**src/rtl/reg_bank_loader.sv**
```systemverilog
// reg_bank_loader: four-entry 8-bit register bank loaded over a 4-bit nibble
// stream. The command nibble is {op[1:0], addr[1:0]}. The supported ops are
// WRITE (two data nibbles), CLEAR, INC and SEL. A partial command is aborted
// once the stream has been idle for TIMEOUT cycles in the middle of it.
module reg_bank_loader #(
    parameter logic [7:0]  RESET_VAL = 8'h00,
    parameter int unsigned TIMEOUT   = 15
) (
    input  logic       clk,
    input  logic       rst_n,
    input  logic [3:0] nibIn,
    input  logic       nibValid,
    output logic       nibReady,
    output logic [7:0] regOut0,
    output logic [7:0] regOut1,
    output logic [7:0] regOut2,
    output logic [7:0] regOut3,
    output logic [1:0] selOut,
    output logic       wrStrobe,
    output logic       abortPulse
);

    localparam int unsigned  CW        = (TIMEOUT > 0) ? $clog2(TIMEOUT + 1) : 1;
    localparam logic [CW-1:0] IDLE_LAST = (TIMEOUT > 0) ? CW'(TIMEOUT - 1) : '0;

    typedef enum logic [1:0] {S_CMD, S_HI, S_LO, S_COMMIT} state_t;
    typedef enum logic [1:0] {OP_WRITE, OP_CLEAR, OP_INC, OP_SEL} op_t;

    state_t        r_state;
    state_t        w_next;
    op_t           r_op;
    logic [1:0]    r_addr;
    logic [7:0]    r_data;
    logic [7:0]    r_regs [4];
    logic [1:0]    r_sel;
    logic [CW-1:0] r_idle;
    logic          r_abort;

    logic          w_xfer;
    logic          w_wait;
    logic          w_abort;
    logic [7:0]    w_wval;

    // State register
    always_ff @(posedge clk or negedge rst_n) begin
        if (!rst_n) r_state <= S_CMD;
        else        r_state <= w_next;
    end

    // Next-state decode, transfer/abort qualification and state-decoded outputs
    always_comb begin
        w_next   = r_state;
        nibReady = (r_state != S_COMMIT);
        wrStrobe = (r_state == S_COMMIT);
        w_xfer   = nibValid && (r_state != S_COMMIT);
        w_wait   = ((r_state == S_HI) || (r_state == S_LO)) && !w_xfer;
        w_abort  = (TIMEOUT > 0) && w_wait && (r_idle == IDLE_LAST);
        case (r_state)
            S_CMD: begin
                if (w_xfer) begin
                    case (op_t'(nibIn[3:2]))
                        OP_WRITE:         w_next = S_HI;
                        OP_CLEAR, OP_INC: w_next = S_COMMIT;
                        default:          w_next = S_CMD;
                    endcase
                end
            end
            S_HI: begin
                if (w_xfer)       w_next = S_LO;
                else if (w_abort) w_next = S_CMD;
            end
            S_LO: begin
                if (w_xfer)       w_next = S_COMMIT;
                else if (w_abort) w_next = S_CMD;
            end
            S_COMMIT: w_next = S_CMD;
            default:  w_next = S_CMD;
        endcase
    end

    // Value written to reg[addr] in the COMMIT cycle
    always_comb begin
        w_wval = r_data;
        case (r_op)
            OP_WRITE: w_wval = r_data;
            OP_CLEAR: w_wval = '0;
            OP_INC:   w_wval = r_regs[r_addr] + 8'd1;
            default:  w_wval = r_data;
        endcase
    end

    // Command latches, data capture, idle counter, register bank and select
    always_ff @(posedge clk or negedge rst_n) begin
        if (!rst_n) begin
            for (int unsigned i = 0; i < 4; i++) r_regs[i] <= RESET_VAL;
            r_op    <= OP_WRITE;
            r_addr  <= '0;
            r_data  <= '0;
            r_sel   <= '0;
            r_idle  <= '0;
            r_abort <= 1'b0;
        end else begin
            r_abort <= w_abort;
            // The abort edge clears the counter, so it never has to saturate.
            if (w_wait && !w_abort) r_idle <= r_idle + CW'(1);
            else                    r_idle <= '0;
            case (r_state)
                S_CMD: begin
                    if (w_xfer) begin
                        r_op   <= op_t'(nibIn[3:2]);
                        r_addr <= nibIn[1:0];
                        if (op_t'(nibIn[3:2]) == OP_SEL) r_sel <= nibIn[1:0];
                    end
                end
                S_HI:     if (w_xfer) r_data[7:4] <= nibIn;
                S_LO:     if (w_xfer) r_data[3:0] <= nibIn;
                S_COMMIT: begin
                    r_regs[r_addr] <= w_wval;
                    r_sel          <= r_addr;
                end
                default: ;
            endcase
        end
    end

    assign regOut0    = r_regs[0];
    assign regOut1    = r_regs[1];
    assign regOut2    = r_regs[2];
    assign regOut3    = r_regs[3];
    assign selOut     = r_sel;
    assign abortPulse = r_abort;

endmodule

```
**config.mk**
```make
export PLATFORM = sky130hd
export DESIGN_NAME = reg_bank_loader
export DESIGN_NICKNAME = d
export VERILOG_FILES = /design/src/rtl/reg_bank_loader.sv
export SDC_FILE = /design/constraint.sdc
export NUM_CORES = 1
export LEC_CHECK = 0
export ABC_CLOCK_PERIOD_IN_PS = 3140
export BUFFER_PORTS_ARGS = -buffer_cell sky130_fd_sc_hd__buf_2
export CAP_MARGIN = 5
export CELL_PAD_IN_SITES_DETAIL_PLACEMENT = 0
export CELL_PAD_IN_SITES_GLOBAL_PLACEMENT = 1
export CORE_ASPECT_RATIO = 0.8
export CORE_MARGIN = 2
export CORE_UTILIZATION = 47
export CTS_CLUSTER_DIAMETER = 80
export CTS_CLUSTER_SIZE = 16
export DETAILED_ROUTE_END_ITERATION = 8
export PLACE_DENSITY = 0.91
export SLEW_MARGIN = 20
export SYNTH_ARGS = -nofsm -noshare
export SYNTH_HDL_FRONTEND = slang
export SYNTH_SLANG_ARGS = --single-unit
```
**constraint.sdc**
```tcl
create_clock -name clk -period 3.14 [get_ports clk]
set_input_delay 0.157 -clock clk [delete_from_list [all_inputs] [get_ports clk]]
set_output_delay 0.157 -clock clk [all_outputs]
set_load 0.005 [all_outputs]
```
-- Word-level counts from Yosys, hierarchy flattened
Index checks and enable logic that the tools add are counted.
- add/subtract/negate cells: 2
- $lt $le $gt $ge: 2
- equal/unequal tests: 12
- muxes and demuxes: 17
- bitwise gates (word level): 1
- reductions and logical operators: 16
- operator list (kind ; number):
    32-bit bitwise mux ; 1
    8-bit 2-to-1 mux ; 3
    8-bit binary-select mux with 2-bit select ; 1
    8-bit demux with 2-bit select ; 1
    8-bit case mux with 2 select lines ; 1
    2-bit 2-to-1 mux ; 6
    2-bit equality test (second input constant) ; 5
    8-bit by 1-bit adder with 8-bit output (second input constant) ; 1
    2-bit case mux with 2 select lines ; 2
    2-bit case mux with 4 select lines ; 1
    2-bit by 1-bit equality test with 1-bit output (second input constant) ; 3
    2-bit inequality test (second input constant) ; 3
    2-bit AND reduction ; 3
    1-bit logical AND ; 5
    4-bit by 1-bit adder with 4-bit output (second input constant) ; 1
    4-bit equality test (second input constant) ; 1
    2-bit zero test ; 2
    4-bit 2-to-1 mux ; 1
    3-bit greater-or-equal comparator (second input constant) ; 1
    3-bit by 1-bit < comparator with 1-bit output (second input constant) ; 1
    2-bit NOT with 3-bit output ; 1
    3-bit AND reduction ; 1
    1-bit zero test ; 2
    2-bit nonzero test ; 1
    other kinds (2) ; 2
- register bits: 53
- input port bits: 7
- output and inout port bits: 37
- word-level logic and storage cells: 62

-- Depth between registers and ports, before layout
Gate-level depths: netlist of run 1.
- depth after elaboration: 8
- depth in mapped cells: 8
- mapped depth without buffers: 7

-- Worst setup path before layout of run 1
OpenSTA, ideal clock, no wires.
- path kind: register to register
- from: register r_state[0]
- to: register r_regs, in the netlist regOut0[6]
- setup time: 137 ps
- data arrival time: 1851 ps
- required time: 3003 ps
- path slack: 1152 ps
- cell stages (with the launch flop): 9
- path buffers: 3
- period minus slack after synthesis: 1988 ps
- path through: dfrtp_1 ha_1 clkbuf_1 inv_1 or3_2 clkbuf_1 clkbuf_1 nand2_1 o211ai_1
- longest elaborated chain between the ends: 1
- ends and longest elaborated chain (item ; line ; RTL):
    start: declaration ; 29 ; state_t r_state;
    start signal: assignment ; 47 ; else r_state <= w_next;
    2-bit equality test ; n/a ;
    via wrStrobe ; 19 ; output logic wrStrobe,
    end signal: indexed assignment ; 118 ; r_regs[r_addr] <= w_wval;
    end: declaration ; 34 ; logic [7:0] r_regs [4];
The timed path passes the listed nets, and every way through them passes these cells.
A chain may end at the register's enable or synchronous reset.

-- Final worst setup path of run 1
- from: register r_addr[0]
- to: register r_regs, in the netlist regOut1[5]
- longest elaborated chain between the ends: 7
- elaborated cells between the ends (all ways): 12
- classes of those cells: add/sub: 1; order compare: 2; mux: 7; bitwise: 1; reduce/logical: 1
- ends and longest elaborated chain (item ; line ; RTL):
    start: declaration ; 32 ; logic [1:0] r_addr;
    start signal: assignment ; 111 ; r_addr <= nibIn[1:0];
    2-bit NOT with 3-bit output (implied by the code) * ; 87, 118 ;
    8-bit binary-select mux with 2-bit select ; 87 ; OP_INC: w_wval = r_regs[r_addr] + 8'd1;
    8-bit 2-to-1 mux (implied by the code) (2 in series) ; 87 ;
    8-bit by 1-bit adder with 8-bit output ; 87 ;
    8-bit case mux with 2 select lines ; 84 ; case (r_op)
    32-bit bitwise mux * ; 118 ;
Mark *: on every way between the ends. The rest lies on a longest branch, timed or not. The select of a mux whose other input is x is not followed.

==> impl_results.md, run 1 <==
- Layout cells sized above 1: 0.226
- Final period util: 0.747
- Total GRT Usage: 0.204
- CTS Buf Count: 5
- Synth Flop Type: dfrtp_1
- First-pass GRT wire length: ~10 mm
- ANT cells: 0
- Setup Skew: around 6.0 ps
- Pin count of the biggest net entering global routing: 44
- Sw frac: 0.399
- Clock share of power: 0.159
- RSZ-0062 raised after global routing: no
- Die width: 88.5 um
- Maximum vdd ir drop: 474 uV
- Post-route setup TNS: 0 ps
- Clock Latency Late Sink: 310 ps
- Crit Path Max Fanout: 13
- Critical path arrival: about 2500 ps
- # Post-CTS Setup Buffers: 0
- Clock-pin slew on the worst setup and hold paths: 90 ps
- Seq pwr share: 0.418
- Hold WC Path Type: input pin to asynchronous set/reset pin
- Row cnt: 24
- PostCTS Resize Cnt: 0
- Synth Cell Area: around 2700 um^2
- Seq/Total Area, Yosys: 0.494
- Vias: 2082
- Vias in the first global route: 1999
- Power per cell area: ~940 nW/um^2
- Combinational share of power: 0.422
- Initial antenna violation count: 0
- Fmax: 0.426 GHz
- Largest stage delay, worst path: 700 ps
- Yosys top cell by area: dfrtp_1
- Grt total ovfl: 0
- Final ANT Viol Nets: 0
- Post-synth EDFFs: 0
- Slew Viols, Final: 0
- Initial DRC Count: 150
- Outcome: finished, violations left
- Final Non-Filler Cells: 370
- CTS Hold Bufs: 0
- Critical path type: register to register
- Avg WL per Cell: around 16 um
- CP max stage cell: dfrtp_1
- Via/cell ratio: 5.63
- Crit path cell chain: mux4_1 > and3_1 > a221o_1 > a21oi_1 > a311oi_1
- Synth warn: 0
- I/O pin cnt: between 40 and 50
- Synthesized instance count: between 200 and 300
- Maxcap violations: 0
- Largest cells by area after synthesis: dfrtp_1 (49%), mux4_1 (5.9%), nand2_1 (5.0%)
- Root buf cell: clkbuf_8
- Post-Place Cells: roughly 360
- Placer Congestion: 0.852
- Detailed Routing Iterations Pass 1: 4
- Slew HR: 0.375
- Internal: approximately 1.7 mW
- WP data required: ~3300 ps
- Die area: ~6300 um^2
- Top cell type's share of synthesized area: 0.494
- P_sw: between 1 and 1.5 mW
- Crit path time final: roughly 2300 ps
- Syn_nets: ~270
- Placeable Area: ~5500 um^2
- TritonCTS clock tree: built
- Pre-CTS setup slack: between 800 and 900 ps
- Syn avg cell area: about 10 um^2
- Total power: ~2.9 mW
- Synth-to-layout area growth: 13.1%
- CTS H-tree depth: 2
- Initial core utilization: 0.489
- Failing checks: hold timing
- Final WL: around 5.9 mm
- Most frequent cells after synthesis: dfrtp_1 (53), nand2_1 (36), o21ai_0 (27)
- Clock Path Buffers: 2
- Port Buffers: between 40 and 50
- Synth cell types: 34
- Synth async-reset ratio: 1.00
- Die Ht: a little over 70 um
- DP HPWL: around 4.3 mm
- Clk sinks: 53
- Worst Setup Start Kind: register
- Nets: between 300 and 400
- Hold WS: -18.6 ps
- Count leader, synth: dfrtp_1
- Final Setup Violations: 0
- Fin. Hold Viols: 19
- Register bit total from synthesis: between 50 and 60
- Worst Setup Slack, final: 794 ps
- Worst-margin pin slew: ~940 ps
- # DRC: 0
- Lkg Pwr: ~1.4 nW
- Layout filler cell count: 500
- Endpoint type of the worst setup path: register
-- final cells by class --
| type | instances | area (um^2) | area share |
|---|---|---|---|
| clock inverter | 2 | 35.0 | 0.0115 |
| tap | 78 | 97.6 | 0.0321 |
| timing repair buffer | 44 | 223 | 0.0733 |
| inverter | 7 | 26.3 | 0.00865 |
| sequential | 53 | 1330 | 0.437 |
| clock buffer | 5 | 68.8 | 0.0227 |
| multi-input combinational | 181 | 1260 | 0.415 |
-- worst paths after layout --
| check | slack, ps | depth (start not counted) | startpoint | endpoint |
|---|---|---|---|---|
| max in group asynchronous | 2450 | 2 | rst_n | r_addr[0]$_DFFE_PN0P_ |
| min | -20 | 1 | rst_n | regOut0[6]$_DFFE_PN0P_ |
| max reg2reg | 790 | 5 | r_addr[0]$_DFFE_PN0P_ | regOut1[5]$_DFFE_PN0P_ |
| max | 790 | 5 | r_addr[0]$_DFFE_PN0P_ | regOut1[5]$_DFFE_PN0P_ |
| min in group clk | 150 | 2 | nibIn[2] | r_data[6]$_DFFE_PN0P_ |
| min reg2reg | 500 | 1 | r_idle[0]$_DFF_PN0_ | r_idle[0]$_DFF_PN0_ |
-- sequential cells by signal, indices dropped and copies added (netlist names) --
signal and count:
r_op 2, regOut2 8, r_idle 4, r_state 2
abortPulse 1, r_data 8, r_addr 2, regOut0 8
regOut1 8, regOut3 8, selOut 2
-- per-layer routing --
metal / wire [um] / share of wire / vias to the layer above / track usage
met2: 2700 / 0.46 / 53 / 0.305
met3: 284 / 0.048 / 6 / 0.0484
met1: 2880 / 0.49 / 1037 / 0.305
met5: 0 / 0 / - / 0
met4: 57 / 0.0096 / 0 / 0.0488
li1: - / - / 986 / -
-- logic make-up after synthesis --
| kind of cell | count (synthesis) | synth area share |
|---|---|---|
| xor gates and xnor gates | 6 | 0.0196 |
| and+or+nand+nor | 82 | 0.138 |
| DFF | 53 | 0.494 |
| muxes | 23 | 0.136 |
| buffers and inverters | 22 | 0.0368 |
| adders and majority gates | 10 | 0.0466 |
| AOI/OAI and AO/OA | 60 | 0.129 |
-- through the flow --
stage	utilization	cell area (um^2)
after detailed placement	0.534	2930
after CTS	0.553	3040
after floorplan	-	2690
after global placement	0.534	2930
after global routing	0.553	3040
final	0.553	3040
-- worst max-delay path: cells and delay by family, from the launching register on --
kind            cells  cell delay, ps
compound gates      3             560
flops               1             700
mux                 1             680
simple gates        1             260
-- power groups by stage --
stage,clock (mW),sequential [mW],combinational [mW]
CTS,0.462,1.20,1.21
global route,0.487,1.24,1.37
floorplan,0,1.13,0.868
detailed placement,0,1.21,1.21
finish,0.456,1.20,1.21
global placement,0,1.21,1.17
-- cells in the final DEF (no fill, tap or decap), types with 10 or more instances in the layout --
master | synthesis | layout
a21oi_1 | 16 | 16
buf_2 | 1 | 43
dfrtp_1 | 53 | 53
ha_1 | 10 | 10
mux2_2 | 10 | 10
nand2_1 | 36 | 36
nor2_1 | 15 | 15
nor3_1 | 10 | 10
o21ai_0 | 27 | 27
(Power assumes the default switching activity.)
==> inputs of run 2 (changes only) <==
ABC_AREA = 1   (was default)
ABC_CLOCK_PERIOD_IN_PS = 2300   (was 3140)
CORE_UTILIZATION = 41   (was 47)
PLACE_DENSITY = 0.86   (was 0.91)
clock period = 2.3 ns   (was 3.14 ns; I/O delays follow)
==> run 2 against run 1 <==
The run now ends clean. Combinational power up 67%. Synthesized area up 2.1%. Critical path type unchanged. Register-to-register slack worse by 530 ps. Critical path depth up 8. Largest power group unchanged. Clock-buffer cell count unchanged. Via count up 16%. Clock skew up 7.8 ps. Sequential share of layout area down 2.1 points. Highest routed layer unchanged. First-iteration DRC count down 27%. Cell count up 34%. Flip-flop and latch count unchanged.
==> impl_results.md, run 2 <==
- Outcome: completed
- Layout cells sized above 1: 0.193 (-0.0333)
- Root buf cell: clkbuf_8
- First-pass GRT wire length: 11.5 mm (+16%)
- CTS Buf Count: 5 (unchanged)
- Pin count of the biggest net entering global routing: 54 (+23%)
- Top cell type's share of synthesized area: 0.484 (-0.0101)
- CTS H-tree depth: 2 (unchanged)
- Critical path arrival: 2240 ps (-260 ps)
- Avg WL per Cell: 13.7 um (-14%)
- Clock-pin slew on the worst setup and hold paths: 100 ps (about the same)
- DP HPWL: 5.09 mm (+19%)
- WP data required: 2500 ps (-790 ps)
- Final period util: 0.887 (+0.140)
- Initial DRC Count: 110 (-27%)
- Fmax: 0.490 GHz (+15%)
- Final ANT Viol Nets: 0 (unchanged)
- Nets: 426 (+38%)
- Register-to-Register Path Depth: 13 (+8)
- Most frequent cells in the layout: nand2_1 (167), dfrtp_1 (53), buf_2 (43)
- Hold WC Path Type: input pin to register
- Seq/Total Area, Yosys: 0.484 (-0.0101)
- Hold WS: 61.3 ps (+79.9 ps)
- Yosys top cell by area: dfrtp_1
- Crit path time final: 2040 ps (-306 ps)
- Syn_nets: 372 (+36%)
- Clk sinks: 53 (unchanged)
- Synthesized instance count: 355 (+39%)
- Reg2reg start: r_addr[0]$_DFFE_PN0P_
- Worst Setup Start Kind: register
- Clock Path Buffers: 2 (unchanged)
- Synth-to-layout area growth: 16.5%
- Slew HR: 0.731 (+0.356)
- Count leader, synth: nand2_1
- Synth Cell Area: 2740 um^2 (+2.1%)
- CTS Hold Bufs: 1 (+1)
- Syn avg cell area: 7.73 um^2 (-26%)
- Placeable Area: 6440 um^2 (+17%)
- Post-synth EDFFs: 0 (unchanged)
- Die Ht: 77.2 um (+7.7%)
- Vias in the first global route: 2311 (+16%)
- Placer Congestion: 0.903 (+6.0%)
- Initial core utilization: 0.426 (-0.0630)
- Power per cell area: 1320 nW/um^2 (+39%)
- RSZ-0062 raised after global routing: no
- Maximum vdd ir drop: 543 uV (+15%)
- Row cnt: 26 (+8.3%)
- FF+latch area: 1330 um^2 (unchanged)
- # Post-CTS Setup Buffers: 0 (unchanged)
- I/O pin cnt: 44 (unchanged)
- Critical path type: register to register
- Port Buffers: 43 (unchanged)
- Reg2Reg Setup Slack: 260 ps (-530 ps)
- Worst setup path start: r_addr[0]$_DFFE_PN0P_
- Maxcap violations: 0 (unchanged)
- Die area: 7360 um^2 (+16%)
- Setup Skew: 13.9 ps (+7.83 ps)
- Total power: 4.20 mW (+47%)
- Multi-input gate area: 1260 um^2 (-0.20%)
- Synth async-reset ratio: 1.00 (unchanged)
- Lkg Pwr: 1.74 nW (+22%)
- Post-route setup TNS: 0 ps (unchanged)
- Initial antenna violation count: 0 (unchanged)
- ANT cells: 0 (unchanged)
- Crit Path Max Fanout: 12 (-1)
- Grt total ovfl: 0 (unchanged)
- Clock Latency Late Sink: 310 ps (about the same)
- Largest cells by area after synthesis: dfrtp_1 (48%), nand2_1 (23%), ha_1 (4.6%)
- Most frequent cells after synthesis: nand2_1 (167), dfrtp_1 (53), inv_1 (28)
- Total GRT Usage: 0.200 (-0.00424)
- Slew Viols, Final: 0 (unchanged)
- TritonCTS clock tree: built
- Register bit total from synthesis: 53 (unchanged)
- Via/cell ratio: 4.90 (-13%)
- Final Setup Violations: 0 (unchanged)
- Hold Path Cell Cnt: 3
- # DRC: 0 (unchanged)
- Hold Path End: selOut[0]$_DFFE_PN0P_
- Final WL: 6.79 mm (+15%)
- Most common cell after layout, fill and taps aside: nand2_1
- Beginning of the worst hold path: nibIn[0]
- Synth warn: 0 (unchanged)
- Endpoint type of the worst setup path: register
- PostCTS Resize Cnt: 0 (unchanged)
- Detailed Routing Iterations Pass 1: 4 (unchanged)
- Die width: 95.4 um (+7.8%)
- Layout filler cell count: 681 (+36%)
- Vias: 2419 (+16%)
- Synth cell types: 28 (-18%)
- FF-to-FF End: regOut3[4]$_DFFE_PN0P_
- Fin. Hold Viols: 0 (-19)
- Worst-margin pin slew: 404 ps (-534 ps)
- Synth Flop Type: dfrtp_1
[run 2: kinds of logic (layout without fill, tap and decap cells)]
logic type | count (synthesis) | in the layout | share of synthesized area
buf+inv | 36 | 91 | 0.0575
xor+xnor | 2 | 2 | 0.00639
compound gates | 43 | 43 | 0.0926
flops | 53 | 53 | 0.484
fa+ha+maj | 10 | 10 | 0.0456
simple gates | 211 | 211 | 0.314
[run 2: layout make-up]
type	instances	share of cell area
Sequential cell	53	0.415
Multi-Input combinational cell	266	0.394
Timing Repair Buffer	52	0.0932
Inverter	31	0.0364
Tap cell	84	0.0329
Clock buffer	5	0.0215
Clock inverter	3	0.00666
[run 2: worst max-delay path: stages, from the launching register on]
cell and delay [ps]:
dfrtp_1 530, inv_2 200, nand2_1 80, a21oi_2 170, nor2_4 60, inv_1 80, ha_1 150, inv_1 60
nor2_2 190, a21oi_1 100, nand2_1 140, nand2_1 70, nand2_1 60, nand2_1 40
[run 2: power by group]
part	total [mW]	leakage [nW]	switching (mW)	internal, mW
Combinational	2.02	1.01	1.25	0.769
Clock	0.542	0.0445	0.325	0.217
Sequential	1.64	0.684	0.324	1.32
Total	4.20	1.74	1.90	2.31
[run 2: worst max path at each step]
stage	slack [ps]	cells after the start	endpoint
global placement	350	12	regOut1[5]$_DFFE_PN0P_
floorplan	570	14	regOut3[4]$_DFFE_PN0P_
finish	260	13	regOut3[4]$_DFFE_PN0P_
CTS	270	13	regOut3[4]$_DFFE_PN0P_
detailed placement	290	13	regOut3[4]$_DFFE_PN0P_
global route	40	14	regOut1[6]$_DFFE_PN0P_
[run 2: layer usage]
metal | track usage | part of all wire | vias up
li1 | - | - | 1227
met1 | 0.315 | 0.52 | 1141
met2 | 0.276 | 0.43 | 49
met3 | 0.0413 | 0.048 | 2
met4 | 0.0514 | 0.0037 | 0
met5 | 0 | 0 | -
[run 2: per-stage QoR]
step	cells	instance area (um^2)	utilization	setup slack, ps
floorplan	355	2740	-	572
global placement	485	3090	0.480	350
detailed placement	485	3090	0.480	289
CTS	494	3190	0.496	268
global route	494	3190	0.496	41.5
finish	494	3190	0.496	260
==> inputs of run 3 (changes only) <==
CORE_MARGIN = 3   (was 2)
GPL_TIMING_DRIVEN = 0   (was default)
MAX_ROUTING_LAYER = met4   (was default)
==> run 3 against run 2 <==
Largest cell class unchanged. Die area increased by 4.7%. First-iteration DRC count increased by 13%. Highest routed layer unchanged. Cell count decreased by 1.2%. Sequential share of layout area about the same.
==> impl_results.md, run 3 (synthesis gave the netlist of run 2 again) <==
- CTS Buf Count: 5 (unchanged)
- Worst setup path start: r_addr[0]$_DFFE_PN0P_
- First-pass GRT wire length: 11.4 mm (-0.84%)
- Setup Skew: 6.96 ps (-6.90 ps)
- Fin. Hold Viols: 0 (unchanged)
- Placer Congestion: 0.848 (-6.1%)
- Final Setup Violations: 0 (unchanged)
- Hold WC Path Type: input pin to register
- Worst-margin pin slew: 663 ps (+260 ps)
- Layout cells sized above 1: 0.184 (-0.00841)
- Nets: 423 (-0.70%)
- Pin count of the biggest net entering global routing: 54 (unchanged)
- Total power: 4.32 mW (+2.8%)
- Post-route cell area: 3190 um^2 (about the same)
- DP HPWL: 5.01 mm (-1.6%)
- ANT cells: 0 (unchanged)
- Outcome: completed
- Clk sinks: 53 (unchanged)
- Maximum vdd ir drop: 601 uV (+11%)
- Worst Setup Start Kind: register
- Final ANT Viol Nets: 0 (unchanged)
- CTS H-tree depth: 2 (unchanged)
- Via/cell ratio: 4.87 (-0.57%)
- Fmax: 0.499 GHz (+1.8%)
- RSZ-0062 raised after global routing: no
- TritonCTS clock tree: built
- # DRC: 0 (unchanged)
- FF-to-FF End: regOut3[4]$_DFFE_PN0P_
- Critical path type: register to register
- Die width: 97.4 um (+2.1%)
- Reg2reg start: r_addr[0]$_DFFE_PN0P_
- Synth-to-layout area growth: 16.4% (about the same)
- Die Ht: 79.2 um (+2.6%)
- Lkg Pwr: 1.73 nW (-0.49%)
- Detailed Routing Iterations Pass 1: 4 (unchanged)
- Slew Viols, Final: 0 (unchanged)
- Clock-pin slew on the worst setup and hold paths: 90 ps (about the same)
- Slew HR: 0.558 (-0.173)
- Avg WL per Cell: 13.9 um (+1.0%)
- Crit path time final: 2010 ps (-35.5 ps)
- Die area: 7710 um^2 (+4.7%)
- Power per cell area: 1350 nW/um^2 (+2.9%)
- Critical path arrival: 2210 ps (-30 ps)
- Port Buffers: 43 (unchanged)
- Final period util: 0.872 (-0.0154)
- Worst Setup Slack, final: 295 ps (+35.5 ps)
- Placed Area: 3060 um^2 (-1.1%)
- Crit Path Max Fanout: 10 (-2)
- Vias: 2376 (-1.8%)
- Register-to-Register Path Depth: 14 (+1)
- Initial core utilization: 0.443 (+0.0170)
- Root buf cell: clkbuf_8
- Placeable Area: 6190 um^2 (-3.8%)
- Critical Path Sink: regOut3[4]$_DFFE_PN0P_
- Most common cell after layout, fill and taps aside: nand2_1
- Row cnt: 25 (-3.8%)
- Maxcap violations: 0 (unchanged)
- Pre-CTS setup slack: 306 ps (+17.1 ps)
- Most frequent cells in the layout: nand2_1 (167), dfrtp_1 (53), buf_2 (42)
- Initial DRC Count: 124 (+13%)
- Hold WS: 77.1 ps (+15.7 ps)
- Clock Latency Late Sink: 300 ps (about the same)
- Final WL: 6.78 mm (-0.22%)
- Initial antenna violation count: 0 (unchanged)
- Fin util: 0.515 (+0.0194)
- Final Non-Filler Cells: 488 (-1.2%)
- PostCTS Resize Cnt: 0 (unchanged)
- Layout filler cell count: 636 (-6.6%)
- Clock Path Buffers: 2 (unchanged)
- Post-route setup TNS: 0 ps (unchanged)
- I/O pin cnt: 44 (unchanged)
- Grt total ovfl: 0 (unchanged)
- Vias in the first global route: 2305 (-0.26%)
- Post-Place Cells: 479 (-1.2%)
- Endpoint type of the worst setup path: register
- WP data required: 2500 ps (about the same)
- Reg2Reg Setup Slack: 290 ps (+40 ps)
- Total GRT Usage: 0.189 (-0.0104)
## run 3: cell types whose count changed in the layout (fill, tap and decap cells not counted), sizes merged
cell / change
buf: -4
clkbuf: +2
bufinv: +1
clkinv: -1
inv: -1
## run 3: how the worst min path moves through the flow
stage | startpoint | endpoint | slack (ps) | depth (start not counted)
finish | nibIn[1] | selOut[1]$_DFFE_PN0P_ | 80 | 3
detailed placement | rst_n | r_idle[2]$_DFF_PN0_ | 190 | 1
floorplan | rst_n | abortPulse$_DFF_PN0_ | -180 | 0
global placement | nibIn[0] | selOut[0]$_DFFE_PN0P_ | 400 | 3
CTS | nibIn[1] | selOut[1]$_DFFE_PN0P_ | 70 | 3
global route | nibIn[1] | selOut[1]$_DFFE_PN0P_ | 70 | 3
## run 3: final cells by class
type	count	area [um^2]	share of cell area
clock inverters	2	37.5	0.0118
multi-input cells	266	1260	0.394
plain buffers	5	41.3	0.0129
clock buffers	6	82.6	0.0259
repair buffers	44	228	0.0713
inverters	31	116	0.0365
flip-flops and latches	53	1330	0.416
well taps	81	101	0.0318
## run 3: report_power, final
part	internal, mW	switching [mW]
Clock	0.354	0.312
Combinational	0.762	1.26
Sequential	1.32	0.315
## run 3: repair_timing
action / in CTS / in global routing
hold buffers: 1 / 0
buffers inserted: 0 / 0
endpoints found under the hold margin: 53 / 0
## run 3: metal layers
| metal | up-vias | global-route usage | part of all wire |
|---|---|---|---|
| li1 | 1216 | - | - |
| met1 | 1100 | 0.270 | 0.51 |
| met2 | 56 | 0.286 | 0.42 |
| met3 | 4 | 0.0334 | 0.064 |
| met4 | 0 | 0.0401 | 0.0065 |
| met5 | - | - | 0 |
## run 3: worst max-delay path, stage by stage (launching register included)
cell	delay [ps]
dfrtp_1	440
inv_2	130
buf_6	160
nand2_1	70
a21oi_2	170
nor2_4	60
inv_1	80
ha_1	140
inv_1	50
nor2_2	190
a21oi_1	90
nand2_1	150
nand2_1	70
nand2_1	60
nand2_1	40
